`config.mk`:
```
export PLATFORM = sky130hd
export DESIGN_NAME = rocket_datapath
export DESIGN_NICKNAME = d
export VERILOG_FILES = /design/src/rtl/rocket_datapath.sv
export SDC_FILE = /design/constraint.sdc
export NUM_CORES = 1
export LEC_CHECK = 0
export CORE_MARGIN = 2
export CORE_UTILIZATION = 30
export CTS_CLUSTER_DIAMETER = 100
export DETAILED_ROUTE_END_ITERATION = 10
export SETUP_SLACK_MARGIN = 0.05
export SYNTH_ARGS = -nofsm -noshare
export SYNTH_HDL_FRONTEND = slang
export SYNTH_SLANG_ARGS = --single-unit
```
`constraint.sdc`:
```
create_clock -name clk -period 4.2 [get_ports clk]
set_input_delay 1.26 -clock clk [delete_from_list [all_inputs] [get_ports clk]]
set_output_delay 1.26 -clock clk [all_outputs]
set_load 0.02 [all_outputs]
```
`src/rtl/rocket_datapath.sv`:
```
// Rocket datapath: holds the rocket column and streams pixels to the VGA
// adapter for full-screen clears and homebase-band redraws, returning level
// handshakes to the controlling FSM.
module rocket_datapath #(
  parameter int       SCREEN_W      = 160,
  parameter int       SCREEN_H      = 120,
  parameter int       ROCKET_W      = 8,
  parameter int       ROCKET_H      = 4,
  parameter int       BASE_Y        = 112,
  parameter int       STEP          = 2,
  parameter int       START_X       = 76,
  parameter logic [2:0] ROCKET_COLOUR = 3'b010
) (
  input  logic       clk,
  input  logic       reset,
  input  logic       screen_clear_en,
  input  logic       left_en,
  input  logic       right_en,
  input  logic       draw_en,
  output logic [7:0] x_out,
  output logic [6:0] y_out,
  output logic [2:0] colour,
  output logic       plot,
  output logic       screen_cleared,
  output logic       drew_homebase,
  output logic [7:0] rocket_x
);

  typedef enum logic [2:0] {
    IDLE       = 3'd0,
    CLEAR      = 3'd1,
    CLEAR_DONE = 3'd2,
    DRAW       = 3'd3,
    DRAW_DONE  = 3'd4
  } state_t;

  localparam logic [7:0] X_LAST    = 8'(SCREEN_W - 1);
  localparam logic [6:0] Y_LAST    = 7'(SCREEN_H - 1);
  localparam logic [6:0] BAND_TOP  = 7'(BASE_Y);
  localparam logic [6:0] BAND_LAST = 7'(BASE_Y + ROCKET_H - 1);
  localparam logic [8:0] X_MAX     = 9'(SCREEN_W - ROCKET_W);
  localparam logic [8:0] STEP_W    = 9'(STEP);
  localparam logic [8:0] WIDTH_W   = 9'(ROCKET_W);
  localparam logic [7:0] START_POS = 8'(START_X);

  state_t     state_r, state_next_s;
  logic [7:0] cx_r, cx_next_s;
  logic [6:0] cy_r, cy_next_s;
  logic [7:0] rocket_x_r, rocket_x_next_s;
  logic [8:0] rocket_x_wide_s;
  logic       plot_next_s;
  logic [2:0] colour_next_s;

  logic [7:0] x_out_r;
  logic [6:0] y_out_r;
  logic [2:0] colour_r;
  logic       plot_r;
  logic       screen_cleared_r;
  logic       drew_homebase_r;

  // Column test done at 9 bits so rocket_x + ROCKET_W never wraps.
  function automatic logic in_rocket(input logic [7:0] col, input logic [7:0] left);
    logic [8:0] col_w;
    logic [8:0] left_w;
    col_w  = {1'b0, col};
    left_w = {1'b0, left};
    return (col_w >= left_w) && (col_w < (left_w + WIDTH_W));
  endfunction

  // Next-state, sweep counters and rocket movement.
  always_comb begin
    state_next_s    = state_r;
    cx_next_s       = cx_r;
    cy_next_s       = cy_r;
    rocket_x_next_s = rocket_x_r;
    rocket_x_wide_s = {1'b0, rocket_x_r};
    case (state_r)
      IDLE: begin
        if (screen_clear_en) begin
          state_next_s = CLEAR;
          cx_next_s    = 8'd0;
          cy_next_s    = 7'd0;
        end else if (draw_en) begin
          state_next_s = DRAW;
          cx_next_s    = 8'd0;
          cy_next_s    = BAND_TOP;
        end else if (left_en && !right_en) begin
          if (rocket_x_wide_s < STEP_W) begin
            rocket_x_next_s = 8'd0;
          end else begin
            rocket_x_next_s = 8'(rocket_x_wide_s - STEP_W);
          end
        end else if (right_en && !left_en) begin
          if ((rocket_x_wide_s + STEP_W) > X_MAX) begin
            rocket_x_next_s = X_MAX[7:0];
          end else begin
            rocket_x_next_s = 8'(rocket_x_wide_s + STEP_W);
          end
        end else begin
          rocket_x_next_s = rocket_x_r;
        end
      end
      CLEAR: begin
        if (cx_r == X_LAST) begin
          cx_next_s = 8'd0;
          if (cy_r == Y_LAST) begin
            cy_next_s    = 7'd0;
            state_next_s = CLEAR_DONE;
          end else begin
            cy_next_s = cy_r + 7'd1;
          end
        end else begin
          cx_next_s = cx_r + 8'd1;
        end
      end
      CLEAR_DONE: begin
        if (!screen_clear_en) begin
          state_next_s = IDLE;
        end else begin
          state_next_s = CLEAR_DONE;
        end
      end
      DRAW: begin
        if (cx_r == X_LAST) begin
          cx_next_s = 8'd0;
          if (cy_r == BAND_LAST) begin
            cy_next_s    = 7'd0;
            state_next_s = DRAW_DONE;
          end else begin
            cy_next_s = cy_r + 7'd1;
          end
        end else begin
          cx_next_s = cx_r + 8'd1;
        end
      end
      DRAW_DONE: begin
        if (!draw_en) begin
          state_next_s = IDLE;
        end else begin
          state_next_s = DRAW_DONE;
        end
      end
      default: begin
        state_next_s = IDLE;
        cx_next_s    = 8'd0;
        cy_next_s    = 7'd0;
      end
    endcase
  end

  // Pixel tuple for the upcoming state, so outputs line up with the state register.
  always_comb begin
    plot_next_s   = (state_next_s == CLEAR) || (state_next_s == DRAW);
    colour_next_s = 3'b000;
    if ((state_next_s == DRAW) && in_rocket(cx_next_s, rocket_x_next_s)) begin
      colour_next_s = ROCKET_COLOUR;
    end else begin
      colour_next_s = 3'b000;
    end
  end

  // State, counters, rocket position and registered VGA/handshake outputs.
  always_ff @(posedge clk) begin
    if (reset) begin
      state_r          <= IDLE;
      cx_r             <= 8'd0;
      cy_r             <= 7'd0;
      rocket_x_r       <= START_POS;
      x_out_r          <= 8'd0;
      y_out_r          <= 7'd0;
      colour_r         <= 3'b000;
      plot_r           <= 1'b0;
      screen_cleared_r <= 1'b0;
      drew_homebase_r  <= 1'b0;
    end else begin
      state_r          <= state_next_s;
      cx_r             <= cx_next_s;
      cy_r             <= cy_next_s;
      rocket_x_r       <= rocket_x_next_s;
      x_out_r          <= cx_next_s;
      y_out_r          <= cy_next_s;
      colour_r         <= colour_next_s;
      plot_r           <= plot_next_s;
      screen_cleared_r <= (state_next_s == CLEAR_DONE);
      drew_homebase_r  <= (state_next_s == DRAW_DONE);
    end
  end

  assign x_out          = x_out_r;
  assign y_out          = y_out_r;
  assign colour         = colour_r;
  assign plot           = plot_r;
  assign screen_cleared = screen_cleared_r;
  assign drew_homebase  = drew_homebase_r;
  assign rocket_x       = rocket_x_r;

endmodule

```
==> results of run 1 <==
==> flip-flops by register name (all words and copies together), names as in the netlist <==
signal,count
screen_cleared,1
y_out,7
rocket_x,8
x_out,8
drew_homebase,1
state_r,3
colour,1
plot,1
==> placed cells by master (no fill, tap or decap), types with 3 or more instances in the layout <==
cell type / n
buf_4: 15
nor2b_1: 14
dfxtp_1: 30
inv_1: 9
nand2b_1: 13
o22ai_1: 3
nand3_1: 6
a2111oi_0: 3
nor3_1: 13
nor2_1: 31
a21oi_1: 23
and3_1: 6
o21ai_0: 30
xor2_1: 4
clkbuf_8: 6
clkdlybuf4s50_1: 32
nor3_2: 3
nor4_1: 3
nand2_1: 23
o21a_1: 6
ha_1: 18
a31oi_1: 8
==> report_power, final <==
group          leakage [nW]  switching, mW  internal [mW]
sequential            0.244         0.0254          0.295
combinational         0.835          0.102         0.0792
clock                0.0714          0.116          0.253
==> stage by stage <==
step	instance area, um^2	setup slack, ps	instances	util [%]
after floorplan	2470	765	319	-
after global placement	2920	-69.0	452	36.0
after detailed placement	2920	-44.9	452	36.0
after CTS	3060	238	460	37.8
after global routing	3070	66.2	460	37.9
final	3070	308	460	37.9
==> metal layers <==
layer	GRT usage (%)	vias up	share of wire (%)
met1	20.7	1119	50
met4	5.07	0	1.8
met5	0	-	0
met2	23.3	59	44
met3	2.15	13	4.0
li1	-	1233	-
==> worst max-delay path by stage <==
stage	start	to	slack [ps]	cells after the start
floorplan	draw_en	colour[1]	760	13
global placement	draw_en	colour[1]	-70	14
detailed placement	draw_en	colour[1]	-40	14
CTS	draw_en	colour[1]	240	14
global route	draw_en	colour[1]	70	14
finish	draw_en	colour[1]	310	14
==> cells by family (layout without fill, tap and decap cells) <==
kind of cell	count (synthesis)	count (layout)
mux	1	1
flops	30	30
compound gates	97	97
fa+ha+maj	18	18
buf+inv	28	64
other cells	1	2
xor+xnor	5	5
simple gates	138	138
==> layout make-up <==
type                       instances  area [um^2]  area share [%]
inverter                           9         33.8            1.10
sequential                        30          601            19.6
tap                              105          131            4.28
timing repair buffer              47          433            14.1
multi-input combinational        261         1730            56.3
clock inverter                     2         60.1            1.96
clock buffer                       6         82.6            2.69
==> worst max-delay path, cell delays in order <==
cell and delay [ps]:
clkdlybuf4s50_1 480, nor2_2 220, nand2_1 200, o21ai_0 200
o31ai_1 100, a211oi_2 260, inv_1 110, ha_1 300
nor2_1 90, o21ai_0 60, o21ai_0 160, a31oi_1 100
or3b_2 460, a21oi_1 110
==> run_summary.xml, run 1 <==
<?xml version="1.0" encoding="UTF-8"?>
<metrics>
  <group name="critical_path">
    <metric name="crit_type" unit="">in2reg</metric>
    <metric name="critical_path.startpoint_type" unit="">primary input</metric>
    <metric name="reg2reg_slack" unit="ps">440</metric>
    <metric name="worstReg2RegEnd" unit="">colour[1]</metric>
    <metric name="crit_path_max_fanout" unit="">5</metric>
    <metric name="reg2reg_depth" unit="">15</metric>
    <metric name="timing.critical_path.required" unit="ps">4410</metric>
    <metric name="rr_startpoint" unit="">rocket_x[1]</metric>
    <metric name="timing.critical_path.arrival" unit="ps">4110</metric>
    <metric name="critical_path.endpoint_type" unit="">flop</metric>
  </group>
  <group name="pwr">
    <metric name="p_leak" unit="nW">1.15</metric>
    <metric name="worst_ir_drop_vdd" unit="mV">0.145</metric>
    <metric name="report.power.total" unit="mW">0.870</metric>
    <metric name="power_per_cell_area" unit="nW/um^2">284</metric>
  </group>
  <group name="grt">
    <metric name="antenna_found_initial" unit="">0</metric>
    <metric name="grt_max_degree" unit="">30</metric>
    <metric name="grt_remaining_overflow" unit="">0</metric>
    <metric name="grt_first_pass_wirelength" unit="mm">10.7</metric>
    <metric name="grt_pass1_vias" unit="">2247</metric>
    <metric name="grt_usage" unit="%">14.8</metric>
  </group>
  <group name="clock_network">
    <metric name="clock_sinks" unit="">30</metric>
    <metric name="clockBufferDepth" unit="">2</metric>
    <metric name="clk_latency" unit="ps">280</metric>
    <metric name="cts-htree-levels" unit="">2</metric>
    <metric name="clock_tree_from_tritoncts" unit="">done</metric>
    <metric name="cts_buffers" unit="">5</metric>
    <metric name="post_cts_hold_buffer_count" unit="">0</metric>
    <metric name="clock-root-buffer" unit="">clkbuf_8</metric>
    <metric name="clk_pin_slew_worst_paths" unit="ps">70</metric>
    <metric name="cts_setup_buffers" unit="">0</metric>
    <metric name="postCtsResizedCells" unit="">0</metric>
  </group>
  <group name="drt">
    <metric name="first_drt_pass_iteration_count" unit="">4</metric>
    <metric name="dr.first_iter.drc_count" unit="">112</metric>
    <metric name="dr_vias" unit="">2424</metric>
    <metric name="detail_route.drc_violations" unit="">0</metric>
    <metric name="viasPerCell" unit="">5.27</metric>
    <metric name="totalWireLength" unit="mm">6.50</metric>
    <metric name="post_drt_wl_per_cell" unit="um">14.1</metric>
    <metric name="antenna_violating_nets_left" unit="">0</metric>
  </group>
  <group name="sta">
    <metric name="period_share" unit="%">92.7</metric>
    <metric name="rsz_0062_raised_after_global_routing" unit="">no</metric>
    <metric name="timing.final.setup_violations" unit="">0</metric>
    <metric name="final_hold_viol_count" unit="">0</metric>
    <metric name="worst_slew_margin_rel" unit="%">52.3</metric>
    <metric name="period_needed" unit="ps">3890</metric>
    <metric name="tightest_slew" unit="ps">714</metric>
    <metric name="totalNegativeSetupSlack" unit="ps">0</metric>
    <metric name="clock_skew" unit="ps">7.62</metric>
    <metric name="fmax" unit="GHz">0.257</metric>
    <metric name="max_slew_vio_count" unit="">0</metric>
    <metric name="hold-worst-slack" unit="ps">484</metric>
  </group>
  <group name="floorplanning">
    <metric name="die-area" unit="um^2">8970</metric>
    <metric name="dieHeight" unit="um">94.7</metric>
    <metric name="initial_utilization" unit="%">30.5</metric>
    <metric name="core_area" unit="um^2">8090</metric>
    <metric name="chipWidth" unit="um">94.7</metric>
    <metric name="boundaryPins" unit="">35</metric>
    <metric name="std_cell_rows" unit="">33</metric>
  </group>
  <group name="run">
    <metric name="timing.max_cap.violations" unit="">0</metric>
  </group>
  <group name="yosys">
    <metric name="synth_simple_gate_area_share" unit="%">32.3</metric>
    <metric name="dominantRegCellSynth" unit="">dfxtp_1</metric>
    <metric name="synth_area_per_cell" unit="um^2">7.76</metric>
    <metric name="top_count_cell_post_synth" unit="">nor2_1</metric>
    <metric name="synth_compound_area_share" unit="%">25.6</metric>
    <metric name="synth_largest_type_area_fraction" unit="%">24.3</metric>
    <metric name="synth_fa_ha_area_share" unit="%">9.12</metric>
    <metric name="synthDominantAreaCellType" unit="">dfxtp_1</metric>
    <metric name="synth_seq_area_share" unit="%">24.3</metric>
    <metric name="post_synth_xor_area_fraction" unit="%">1.77</metric>
    <metric name="synthesis.yosys.warnings" unit="">0</metric>
    <metric name="synth-edff-count" unit="">0</metric>
    <metric name="yosys-top-cells-count" unit="">32 x nor2_1, 30 x dfxtp_1, 30 x o21ai_0</metric>
    <metric name="synth_cell_type_count" unit="">67</metric>
    <metric name="postSynthRegisterBits" unit="">30</metric>
    <metric name="muxShareOfSynthArea" unit="%">0.405</metric>
    <metric name="asyncSetResetFlopFracSynth" unit="%">0</metric>
    <metric name="synth_top_family_by_area" unit="">simple AND/OR/NAND/NOR gates</metric>
    <metric name="synthesis.instances" unit="">318</metric>
    <metric name="synth_top_cells_by_area" unit="">dfxtp_1 24%, ha_1 9.1%, o21ai_0 6.1%</metric>
    <metric name="netlist_area" unit="um^2">2470</metric>
  </group>
  <group name="layout">
    <metric name="fillerInstances" unit="">877</metric>
    <metric name="area.growth.synth_to_final" unit="%">24.2</metric>
    <metric name="nets_final" unit="">378</metric>
    <metric name="drive_gt1_share" unit="%">12.7</metric>
    <metric name="n_antenna_cell" unit="">0</metric>
  </group>
  <group name="outcome">
    <metric name="outcome" unit="">complete, no violations</metric>
  </group>
  <group name="worst_hold_path">
    <metric name="hp-class" unit="">reg2reg</metric>
    <metric name="hold_path_end" unit="">y_out[1]</metric>
    <metric name="hp_start" unit="">y_out[1]</metric>
    <metric name="holdPathStages" unit="">2</metric>
  </group>
  <group name="placed_design">
    <metric name="numPortBuffers" unit="">32</metric>
    <metric name="detailed_placement_hpwl" unit="mm">4.78</metric>
    <metric name="gp_congestion" unit="">0.936</metric>
  </group>
</metrics>
No activity file was read; power rests on OpenSTA's default activity.
==> run 2: changes to the inputs <==
--- a/config.mk
+++ b/config.mk
@@ -5,10 +5,12 @@
 export SDC_FILE = /design/constraint.sdc
 export NUM_CORES = 1
 export LEC_CHECK = 0
+export ABC_CLOCK_PERIOD_IN_PS = 4200
 export CORE_MARGIN = 2
-export CORE_UTILIZATION = 30
+export CORE_UTILIZATION = 55
 export CTS_CLUSTER_DIAMETER = 100
 export DETAILED_ROUTE_END_ITERATION = 10
+export PLACE_DENSITY = 0.8
 export SETUP_SLACK_MARGIN = 0.05
 export SYNTH_ARGS = -nofsm -noshare
 export SYNTH_HDL_FRONTEND = slang
==> run_summary.xml, run 2 (synthesized netlist as in run 1, its figures left out) <==
<?xml version="1.0" encoding="UTF-8"?>
<metrics>
  <group name="floorplanning">
    <metric name="std_cell_rows" unit="">24</metric>
    <metric name="boundaryPins" unit="">35</metric>
    <metric name="chipWidth" unit="um">71.0</metric>
    <metric name="die-area" unit="um^2">5040</metric>
    <metric name="core_area" unit="um^2">4320</metric>
    <metric name="initial_utilization" unit="%">57.1</metric>
    <metric name="dieHeight" unit="um">71.0</metric>
  </group>
  <group name="outcome">
    <metric name="outcome" unit="">complete, no violations</metric>
  </group>
  <group name="clock_network">
    <metric name="cts-htree-levels" unit="">2</metric>
    <metric name="clock-root-buffer" unit="">clkbuf_8</metric>
    <metric name="clk_pin_slew_worst_paths" unit="ps">70</metric>
    <metric name="clock_tree_from_tritoncts" unit="">done</metric>
    <metric name="cts_setup_buffers" unit="">0</metric>
    <metric name="clock_sinks" unit="">30</metric>
    <metric name="cts_buffers" unit="">5</metric>
    <metric name="postCtsResizedCells" unit="">0</metric>
    <metric name="clockBufferDepth" unit="">2</metric>
    <metric name="clk_latency" unit="ps">290</metric>
    <metric name="post_cts_hold_buffer_count" unit="">0</metric>
  </group>
  <group name="sta">
    <metric name="fin_ws" unit="ps">284</metric>
    <metric name="max_slew_vio_count" unit="">0</metric>
    <metric name="period_needed" unit="ps">3920</metric>
    <metric name="rsz_0062_raised_after_global_routing" unit="">no</metric>
    <metric name="tightest_slew" unit="ps">716</metric>
    <metric name="totalNegativeSetupSlack" unit="ps">0</metric>
    <metric name="timing.final.setup_violations" unit="">0</metric>
    <metric name="worst_slew_margin_rel" unit="%">52.2</metric>
    <metric name="period_share" unit="%">93.2</metric>
    <metric name="fmax" unit="GHz">0.255</metric>
    <metric name="clock_skew" unit="ps">11.6</metric>
    <metric name="final_hold_viol_count" unit="">0</metric>
  </group>
  <group name="grt">
    <metric name="grt_usage" unit="%">24.7</metric>
    <metric name="grt_first_pass_wirelength" unit="mm">10.1</metric>
    <metric name="antenna_found_initial" unit="">0</metric>
    <metric name="grt_pass1_vias" unit="">2251</metric>
    <metric name="grt_remaining_overflow" unit="">0</metric>
    <metric name="grt_max_degree" unit="">30</metric>
  </group>
  <group name="placed_design">
    <metric name="gp_congestion" unit="">0.894</metric>
    <metric name="numPortBuffers" unit="">32</metric>
    <metric name="place_ws" unit="ps">52.7</metric>
    <metric name="detailed_placement_hpwl" unit="mm">4.41</metric>
  </group>
  <group name="critical_path">
    <metric name="critical_path.startpoint_type" unit="">primary input</metric>
    <metric name="crit_type" unit="">in2reg</metric>
    <metric name="timing.critical_path.required" unit="ps">4420</metric>
    <metric name="crit_slowest_cell" unit="">clkdlybuf4s50_1</metric>
    <metric name="timing.critical_path.arrival" unit="ps">4140</metric>
    <metric name="crit_path_cell_trace" unit="">clkdlybuf4s50_1 -&gt; nor2_1 -&gt; nand2_1 -&gt; o21ai_0 -&gt; o31ai_1 -&gt; a211oi_2 -&gt; inv_1 -&gt; ha_1 -&gt; nor2_1 -&gt; o21ai_0 -&gt; o21ai_0 -&gt; a31oi_1 -&gt; or3b_2 -&gt; a21oi_1</metric>
    <metric name="critical_path.endpoint_type" unit="">flop</metric>
    <metric name="crit_path_max_incr_delay" unit="ps">470</metric>
    <metric name="crit_path_frequent_cell" unit="">o21ai_0</metric>
    <metric name="crit_path_max_fanout" unit="">5</metric>
  </group>
  <group name="layout">
    <metric name="n_antenna_cell" unit="">0</metric>
    <metric name="nets_final" unit="">375</metric>
    <metric name="area.growth.synth_to_final" unit="%">18.2</metric>
    <metric name="layout.cells.most_common_list" unit="">32 x nor2_1, 32 x clkdlybuf4s50_1, 30 x o21ai_0, 30 x dfxtp_1</metric>
    <metric name="drive_gt1_share" unit="%">11.1</metric>
  </group>
  <group name="drt">
    <metric name="antenna_violating_nets_left" unit="">0</metric>
    <metric name="detail_route.drc_violations" unit="">0</metric>
    <metric name="dr.first_iter.drc_count" unit="">128</metric>
    <metric name="first_drt_pass_iteration_count" unit="">5</metric>
    <metric name="post_drt_wl_per_cell" unit="um">15.0</metric>
    <metric name="viasPerCell" unit="">6.04</metric>
    <metric name="dr_vias" unit="">2440</metric>
    <metric name="totalWireLength" unit="mm">6.05</metric>
  </group>
  <group name="pwr">
    <metric name="power_per_cell_area" unit="nW/um^2">254</metric>
    <metric name="report.power.total" unit="mW">0.742</metric>
    <metric name="worst_ir_drop_vdd" unit="mV">0.174</metric>
    <metric name="p_leak" unit="nW">1.11</metric>
  </group>
  <group name="run">
    <metric name="timing.max_cap.violations" unit="">0</metric>
  </group>
  <group name="worst_hold_path">
    <metric name="hp-class" unit="">reg2reg</metric>
  </group>
</metrics>
-- run 2: final cells by class --
cell class,instances,area (um^2)
Clock inverter,1,5.00
Multi-Input combinational cell,261,1720
Sequential cell,30,601
Inverter,9,33.8
Timing Repair Buffer,44,410
Tap cell,52,65.1
Fill cell,385,1410
Clock buffer,7,86.3
-- run 2: metrics by stage --
step,cells,hold WS (ps),utilization (%),area [um^2]
6_report,404,486,67.5,2920
5_1_grt,404,527,67.5,2920
4_1_cts,404,489,67.5,2920
3_5_place_dp,396,480,65.4,2830
3_3_place_gp,396,477,65.4,2830
2_1_floorplan,319,553,-,2470
-- run 2: worst paths after layout --
| path | cells after the start | to | slack (ps) | start |
|---|---|---|---|---|
| hold / removal | 2 | y_out[1] | 490 | y_out[1] |
| setup reg to reg | 16 | colour[1] | 540 | rocket_x[1] |
| hold reg to reg | 2 | y_out[1] | 490 | y_out[1] |
| setup / recovery | 14 | colour[1] | 280 | draw_en |
-- run 2: critical path, delay by kind of cell --
kind                       cells  cell delay [ps]
AOI/OAI and AO/OA              7              980
adders and majority gates      1              290
buffers and inverters          2              570
and+or+nand+nor                4             1020
-- run 2: routing by layer --
layer	vias to the layer above	global-route usage [%]	part of all wire [%]
met2	77	41.7	49
met1	1117	30.7	44
met5	-	0	0
met4	0	11.5	2.4
met3	16	4.27	4.7
li1	1230	-	-
-- run 2: power by group --
group          internal (mW)  switching, mW
registers              0.295         0.0247
logic                 0.0769         0.0979
clock network          0.132          0.116
total                  0.504          0.238
==> run 3: changes to the inputs <==
--- a/config.mk
+++ b/config.mk
@@ -12,6 +12,7 @@
 export DETAILED_ROUTE_END_ITERATION = 10
 export PLACE_DENSITY = 0.8
 export SETUP_SLACK_MARGIN = 0.05
+export SLEW_MARGIN = 20
 export SYNTH_ARGS = -nofsm -noshare
 export SYNTH_HDL_FRONTEND = slang
 export SYNTH_SLANG_ARGS = --single-unit
==> results of run 3 <==
The final DEF is identical to that of run 2; final timing and power are the same.
